## src/rtl/heepsilon_pwrgate_ack_if.sv

```systemverilog
// Power-gate handshake bundle between x_heep_system (master) and the ack emulator (slave).
interface heepsilon_pwrgate_ack_if #(
    parameter int NUM_DOMAINS = 3
);
    logic [NUM_DOMAINS-1:0] switch_n_i;
    logic [NUM_DOMAINS-1:0] iso_n_i;
    logic                   err_clear_i;
    logic [NUM_DOMAINS-1:0] switch_ack_n_o;
    logic [NUM_DOMAINS-1:0] busy_o;
    logic [NUM_DOMAINS-1:0] seq_err_o;

    modport master (
        output switch_n_i, iso_n_i, err_clear_i,
        input  switch_ack_n_o, busy_o, seq_err_o
    );

    modport slave (
        input  switch_n_i, iso_n_i, err_clear_i,
        output switch_ack_n_o, busy_o, seq_err_o
    );
endinterface

```

## src/rtl/heepsilon_pwrgate_ack.sv

```systemverilog
// Per-domain power switch acknowledge model: each domain ramps off/on with a fixed
// delay, can abort mid-ramp, and flags isolation ordering violations.
module heepsilon_pwrgate_ack #(
    parameter int NUM_DOMAINS = 3,
    parameter int OFF_DELAY   = 16,
    parameter int ON_DELAY    = 32
) (
    input  logic                       clk_i,
    input  logic                       rst_ni,
    heepsilon_pwrgate_ack_if.slave     pg
);

    localparam logic [15:0] OFF_LOAD = 16'(OFF_DELAY - 1);
    localparam logic [15:0] ON_LOAD  = 16'(ON_DELAY - 1);

    typedef enum logic [1:0] {
        ST_ON       = 2'd0,
        ST_RAMP_OFF = 2'd1,
        ST_OFF      = 2'd2,
        ST_RAMP_ON  = 2'd3
    } state_e;

    generate
        for (genvar gi = 0; gi < NUM_DOMAINS; gi++) begin : g_dom
            state_e      state_q;
            logic [15:0] cnt_q;
            logic        ack_q;
            logic        busy_q;
            logic        err_q;
            logic        sw;
            logic        err_set;

            assign sw      = pg.switch_n_i[gi];
            // Anything other than fully powered must already be isolated.
            assign err_set = (state_q != ST_ON) && pg.iso_n_i[gi];

            always_ff @(posedge clk_i or negedge rst_ni) begin
                if (!rst_ni) begin
                    state_q <= ST_ON;
                    cnt_q   <= 16'd0;
                    ack_q   <= 1'b0;
                    busy_q  <= 1'b0;
                    err_q   <= 1'b0;
                end else begin
                    err_q <= err_set | (err_q & ~pg.err_clear_i);
                    case (state_q)
                        ST_ON: begin
                            if (sw) begin
                                state_q <= ST_RAMP_OFF;
                                cnt_q   <= OFF_LOAD;
                                busy_q  <= 1'b1;
                            end
                        end
                        ST_RAMP_OFF: begin
                            // Abort is checked first so it wins over completion.
                            if (!sw) begin
                                state_q <= ST_ON;
                                cnt_q   <= 16'd0;
                                busy_q  <= 1'b0;
                            end else if (cnt_q == 16'd0) begin
                                state_q <= ST_OFF;
                                ack_q   <= 1'b1;
                                busy_q  <= 1'b0;
                            end else begin
                                cnt_q <= cnt_q - 16'd1;
                            end
                        end
                        ST_OFF: begin
                            if (!sw) begin
                                state_q <= ST_RAMP_ON;
                                cnt_q   <= ON_LOAD;
                                busy_q  <= 1'b1;
                            end
                        end
                        default: begin
                            if (sw) begin
                                state_q <= ST_OFF;
                                cnt_q   <= 16'd0;
                                busy_q  <= 1'b0;
                            end else if (cnt_q == 16'd0) begin
                                state_q <= ST_ON;
                                ack_q   <= 1'b0;
                                busy_q  <= 1'b0;
                            end else begin
                                cnt_q <= cnt_q - 16'd1;
                            end
                        end
                    endcase
                end
            end

            assign pg.switch_ack_n_o[gi] = ack_q;
            assign pg.busy_o[gi]         = busy_q;
            assign pg.seq_err_o[gi]      = err_q;
        end
    endgenerate

endmodule

```

## src/flat_wrapper.sv

```systemverilog
// flat-port wrapper written by rule: the top's interface ports become plain ports
module heepsilon_pwrgate_ack_flat 
#(
    parameter int NUM_DOMAINS = 3,
    parameter int OFF_DELAY   = 16,
    parameter int ON_DELAY    = 32
)
  (clk_i, rst_ni, pg_switch_n_i, pg_iso_n_i, pg_err_clear_i, pg_switch_ack_n_o, pg_busy_o, pg_seq_err_o);
  heepsilon_pwrgate_ack_if #(.NUM_DOMAINS(NUM_DOMAINS)) pg_i ();
  input  logic clk_i;
  input  logic rst_ni;
  input wire logic [$bits(pg_i.switch_n_i)-1:0] pg_switch_n_i;
  input wire logic [$bits(pg_i.iso_n_i)-1:0] pg_iso_n_i;
  input wire logic [$bits(pg_i.err_clear_i)-1:0] pg_err_clear_i;
  output wire logic [$bits(pg_i.switch_ack_n_o)-1:0] pg_switch_ack_n_o;
  output wire logic [$bits(pg_i.busy_o)-1:0] pg_busy_o;
  output wire logic [$bits(pg_i.seq_err_o)-1:0] pg_seq_err_o;
  assign pg_i.switch_n_i = pg_switch_n_i;
  assign pg_i.iso_n_i = pg_iso_n_i;
  assign pg_i.err_clear_i = pg_err_clear_i;
  assign pg_switch_ack_n_o = pg_i.switch_ack_n_o;
  assign pg_busy_o = pg_i.busy_o;
  assign pg_seq_err_o = pg_i.seq_err_o;
  heepsilon_pwrgate_ack #(.NUM_DOMAINS(NUM_DOMAINS), .OFF_DELAY(OFF_DELAY), .ON_DELAY(ON_DELAY)) u_core (.clk_i(clk_i), .rst_ni(rst_ni), .pg(pg_i));
endmodule
```

## config.mk

```make
export PLATFORM = sky130hd
export DESIGN_NAME = heepsilon_pwrgate_ack_flat
export DESIGN_NICKNAME = d
export VERILOG_FILES = /design/src/rtl/heepsilon_pwrgate_ack_if.sv /design/src/rtl/heepsilon_pwrgate_ack.sv /design/src/flat_wrapper.sv
export SDC_FILE = /design/constraint.sdc
export NUM_CORES = 1
export LEC_CHECK = 0
export CORE_MARGIN = 8
export CORE_UTILIZATION = 55
export DETAILED_ROUTE_END_ITERATION = 10
export HOLD_SLACK_MARGIN = 0.15
export PLACE_DENSITY = 0.78
export SETUP_SLACK_MARGIN = 0.3
export SLEW_MARGIN = 30
export SYNTH_ARGS = -nofsm -noshare
export SYNTH_HDL_FRONTEND = slang
export SYNTH_SLANG_ARGS = --single-unit
```

## constraint.sdc

```tcl
create_clock -name clk_i -period 2 [get_ports clk_i]
set_input_delay 0.2 -clock clk_i [delete_from_list [all_inputs] [get_ports clk_i]]
set_output_delay 0.2 -clock clk_i [all_outputs]
set_load 0.005 [all_outputs]
```

==> flow_metrics.env <==
export IMPL_met3_length_um=477
export IMPL_n_fill_cell=431
export IMPL_ios=18
export IMPL_seqCellArea_sq_um=1580
export IMPL_dpl_cell_area_sq_um=4150
export IMPL_synth_distinct_cells=59
export IMPL_core_area_sq_um=6640
export IMPL_yosysMostFrequentCell="dfrtp_1"
export IMPL_cts_made_buffers=9
export IMPL_first_global_vias=3322
export IMPL_root_buffer="clkbuf_8"
export IMPL_seq_area_frac_synth_pct=42.6
export IMPL_drive_gt1_share_pct=35.5
export IMPL_num_rows=30
export IMPL_wirelength_um=10600
export IMPL_antenna_found_initial=0
export IMPL_synthTopCellsByCount="63 x dfrtp_1, 48 x nor2_1, 44 x nand2_1"
export IMPL_gr_total_overflow=0
export IMPL_final_setup_tns_ps=-11.0
export IMPL_critical_path_required_ps=2200
export IMPL_grt_util_all_layers_pct=20.1
export IMPL_clk_pin_slew_ps=80
export IMPL_ant_nets=0
export IMPL_critPathKind="reg2reg"
export IMPL_async_flop_share_pct=100
export IMPL_area_growth_pct=34.1
export IMPL_num_vias=3485
export IMPL_insertion_delay_ps=350
export IMPL_start_kind="flop"
export IMPL_hold_ws_ps=357
export IMPL_rr_worst_depth=5
export IMPL_timing_rr_end="u_core.g_dom[0].cnt_q[1]$_DFFE_PN0P_"
export IMPL_setup_violations=1
export IMPL_synthCells=412
export IMPL_synth_area_top_cells="dfrtp_1 43%, nor2_1 4.9%, xnor2_1 4.7%"
export IMPL_wl_per_cell_um=18.8
export IMPL_vias_per_cell=6.18
export IMPL_relSlewSlack_pct=58.0
export IMPL_vdd_drop_max_mv=0.802
export IMPL_rsz0062_at_grt="yes"
export IMPL_cts_sink_count=63
export IMPL_cp_max_fo=4
export IMPL_synth_area_leader_cell="dfrtp_1"
export IMPL_place_gp_congestion=0.915
export IMPL_syn_area_per_cell_sq_um=8.99
export IMPL_fin_skew_ps=11.0
export IMPL_port_buffer_count=17
export IMPL_power_total_mw=7.78
export IMPL_post_route_util_pct=74.8
export IMPL_multi_input_area_sq_um=2340
export IMPL_first_iter_violations=216
export IMPL_postLayoutCellArea_sq_um=4970
export IMPL_die_h_um=98.1
export IMPL_htreeDepth=3
export IMPL_arrival_ps=2220
export IMPL_maxSlewViolCount=0
export IMPL_rr_startpoint="u_core.g_dom[0].cnt_q[7]$_DFFE_PN0P_"
export IMPL_start_util_pct=55.7
export IMPL_highest_layer="met4"
export IMPL_fp_dieW_um=98.1
export IMPL_dieArea_sq_um=9620
export IMPL_grt_pass1_wl_um=15900
export IMPL_ys_warn_count=0
export IMPL_drv_cap=0
export IMPL_diodes=0
export IMPL_cellPowerDensity_nw_per_um2=1570
export IMPL_hold_class="in2async"
export IMPL_cts_tree="built"
export IMPL_ys_ff_latch=63
export IMPL_final_hold_viol_count=0
export IMPL_synth_area_sq_um=3700
export IMPL_synth_ff_type="dfrtp_1"
export IMPL_rrSetupSlack_ps=-10
export IMPL_synth_top_cell_area_share_pct=42.6
export IMPL_first_pass_iters=5
export IMPL_layout_setup_ws_ps=-11.0
export IMPL_worst_slew_pin_slew_ps=631
export IMPL_dp_hpwl_um=6030
export IMPL_cts_buffer_depth=2
export IMPL_violations="negative setup slack"
export IMPL_period_minus_slack_ps=2010
export IMPL_max_freq_mhz=497
export IMPL_drc=0
export IMPL_final_period_utilization_pct=101
export IMPL_grt_max_degree=44
export IMPL_synthesis_nets=427
export IMPL_synth_edf_count=0
export IMPL_layout_nets=494
export IMPL_wl_met2_um=5470
export IMPL_drt_met1_wl_um=4380
export IMPL_cp_end_kind="flop"
export IMPL_leakage_nw=2.04
export IMPL_status="finished with violations"
layout make-up:
class	instances	share of cell area (%)
multi-input cells	307	47.1
flip-flops and latches	63	31.9
repair buffers	83	14.1
clock buffers	10	2.57
well taps	80	2.02
clock inverters	6	1.23
inverters	15	1.13
through the flow:
stage,setup WS [ps],instances
global route,-90.9,564
floorplan,133,412
finish,-11.0,564
detailed placement,-55.9,514
global placement,50.9,514
CTS,36.2,556
per-layer routing:
layer | GRT usage (%) | vias up
met5 | 0 | -
met4 | 9.95 | 0
met3 | 3.49 | 25
met2 | 34.4 | 124
met1 | 23.8 | 1746
li1 | - | 1590
sequential cells by signal (all words and copies together) (netlist names), named ones only:
| register | cells |
|---|---|
| u_core.g_dom.ack_q | 3 |
| u_core.g_dom.busy_q | 3 |
| u_core.g_dom.cnt_q | 48 |
| u_core.g_dom.err_q | 3 |
| u_core.g_dom.state_q | 3 |
layout by cell type (no fill, tap or decap), drive strengths merged, types with 10 or more instances in the layout:
master          n
a21oi          22
buf            66
clkbuf         10
clkdlybuf4s50  16
dfrtp          63
inv            15
nand2          44
nand3          14
nor2           49
nor3           10
nor4           15
o21ai          28
o22ai          18
xnor2          21
xor2           16
what timing repair did:
action | CTS | global route
hold buffers | 1 | 0
gates resized for setup | 48 | 45
setup endpoints to repair | 59 | 58
endpoints found under the hold margin | 20 | 0
setup buffers | 25 | 8
pin swaps | 46 | 58
kinds of logic (layout without fill, tap and decap cells):
logic type	after synthesis	count (layout)	synth area share [%]
and+or+nand+nor	172	172	25.6
AOI/OAI and AO/OA	89	89	14.6
DFF	63	63	42.6
buffers and inverters	42	114	5.44
xor gates and xnor gates	37	37	8.95
adders and majority gates	7	7	2.30
muxes	2	2	0.574
power breakdown:
part           leakage [nW]  internal [mW]  switching [mW]  total [mW]
logic                  1.14           2.07            2.39        4.46
clock network        0.0960          0.571           0.531        1.10
registers             0.808           1.65           0.569        2.22
worst max-delay path, stage by stage (launching register included):
cell,delay [ps]
dfrtp_1,410
or4_4,560
nor4_4,360
and4_4,330
nor2_4,70
a2bb2oi_2,130
how the worst max path moves through the flow:
stage / cells past startpoint / from / end
6_report: 5 / u_core.g_dom[0].cnt_q[7]$_DFFE_PN0P_ / u_core.g_dom[0].cnt_q[1]$_DFFE_PN0P_
5_1_grt: 8 / u_core.g_dom[1].cnt_q[0]$_DFFE_PN0P_ / u_core.g_dom[1].cnt_q[10]$_DFFE_PN0P_
4_1_cts: 8 / u_core.g_dom[1].cnt_q[0]$_DFFE_PN0P_ / u_core.g_dom[1].cnt_q[7]$_DFFE_PN0P_
3_5_place_dp: 7 / u_core.g_dom[1].cnt_q[0]$_DFFE_PN0P_ / u_core.g_dom[1].cnt_q[7]$_DFFE_PN0P_
3_3_place_gp: 7 / u_core.g_dom[1].cnt_q[0]$_DFFE_PN0P_ / u_core.g_dom[1].cnt_q[7]$_DFFE_PN0P_
2_1_floorplan: 7 / u_core.g_dom[1].cnt_q[0]$_DFFE_PN0P_ / u_core.g_dom[1].cnt_q[7]$_DFFE_PN0P_
Power figures use the tool's default switching activity.
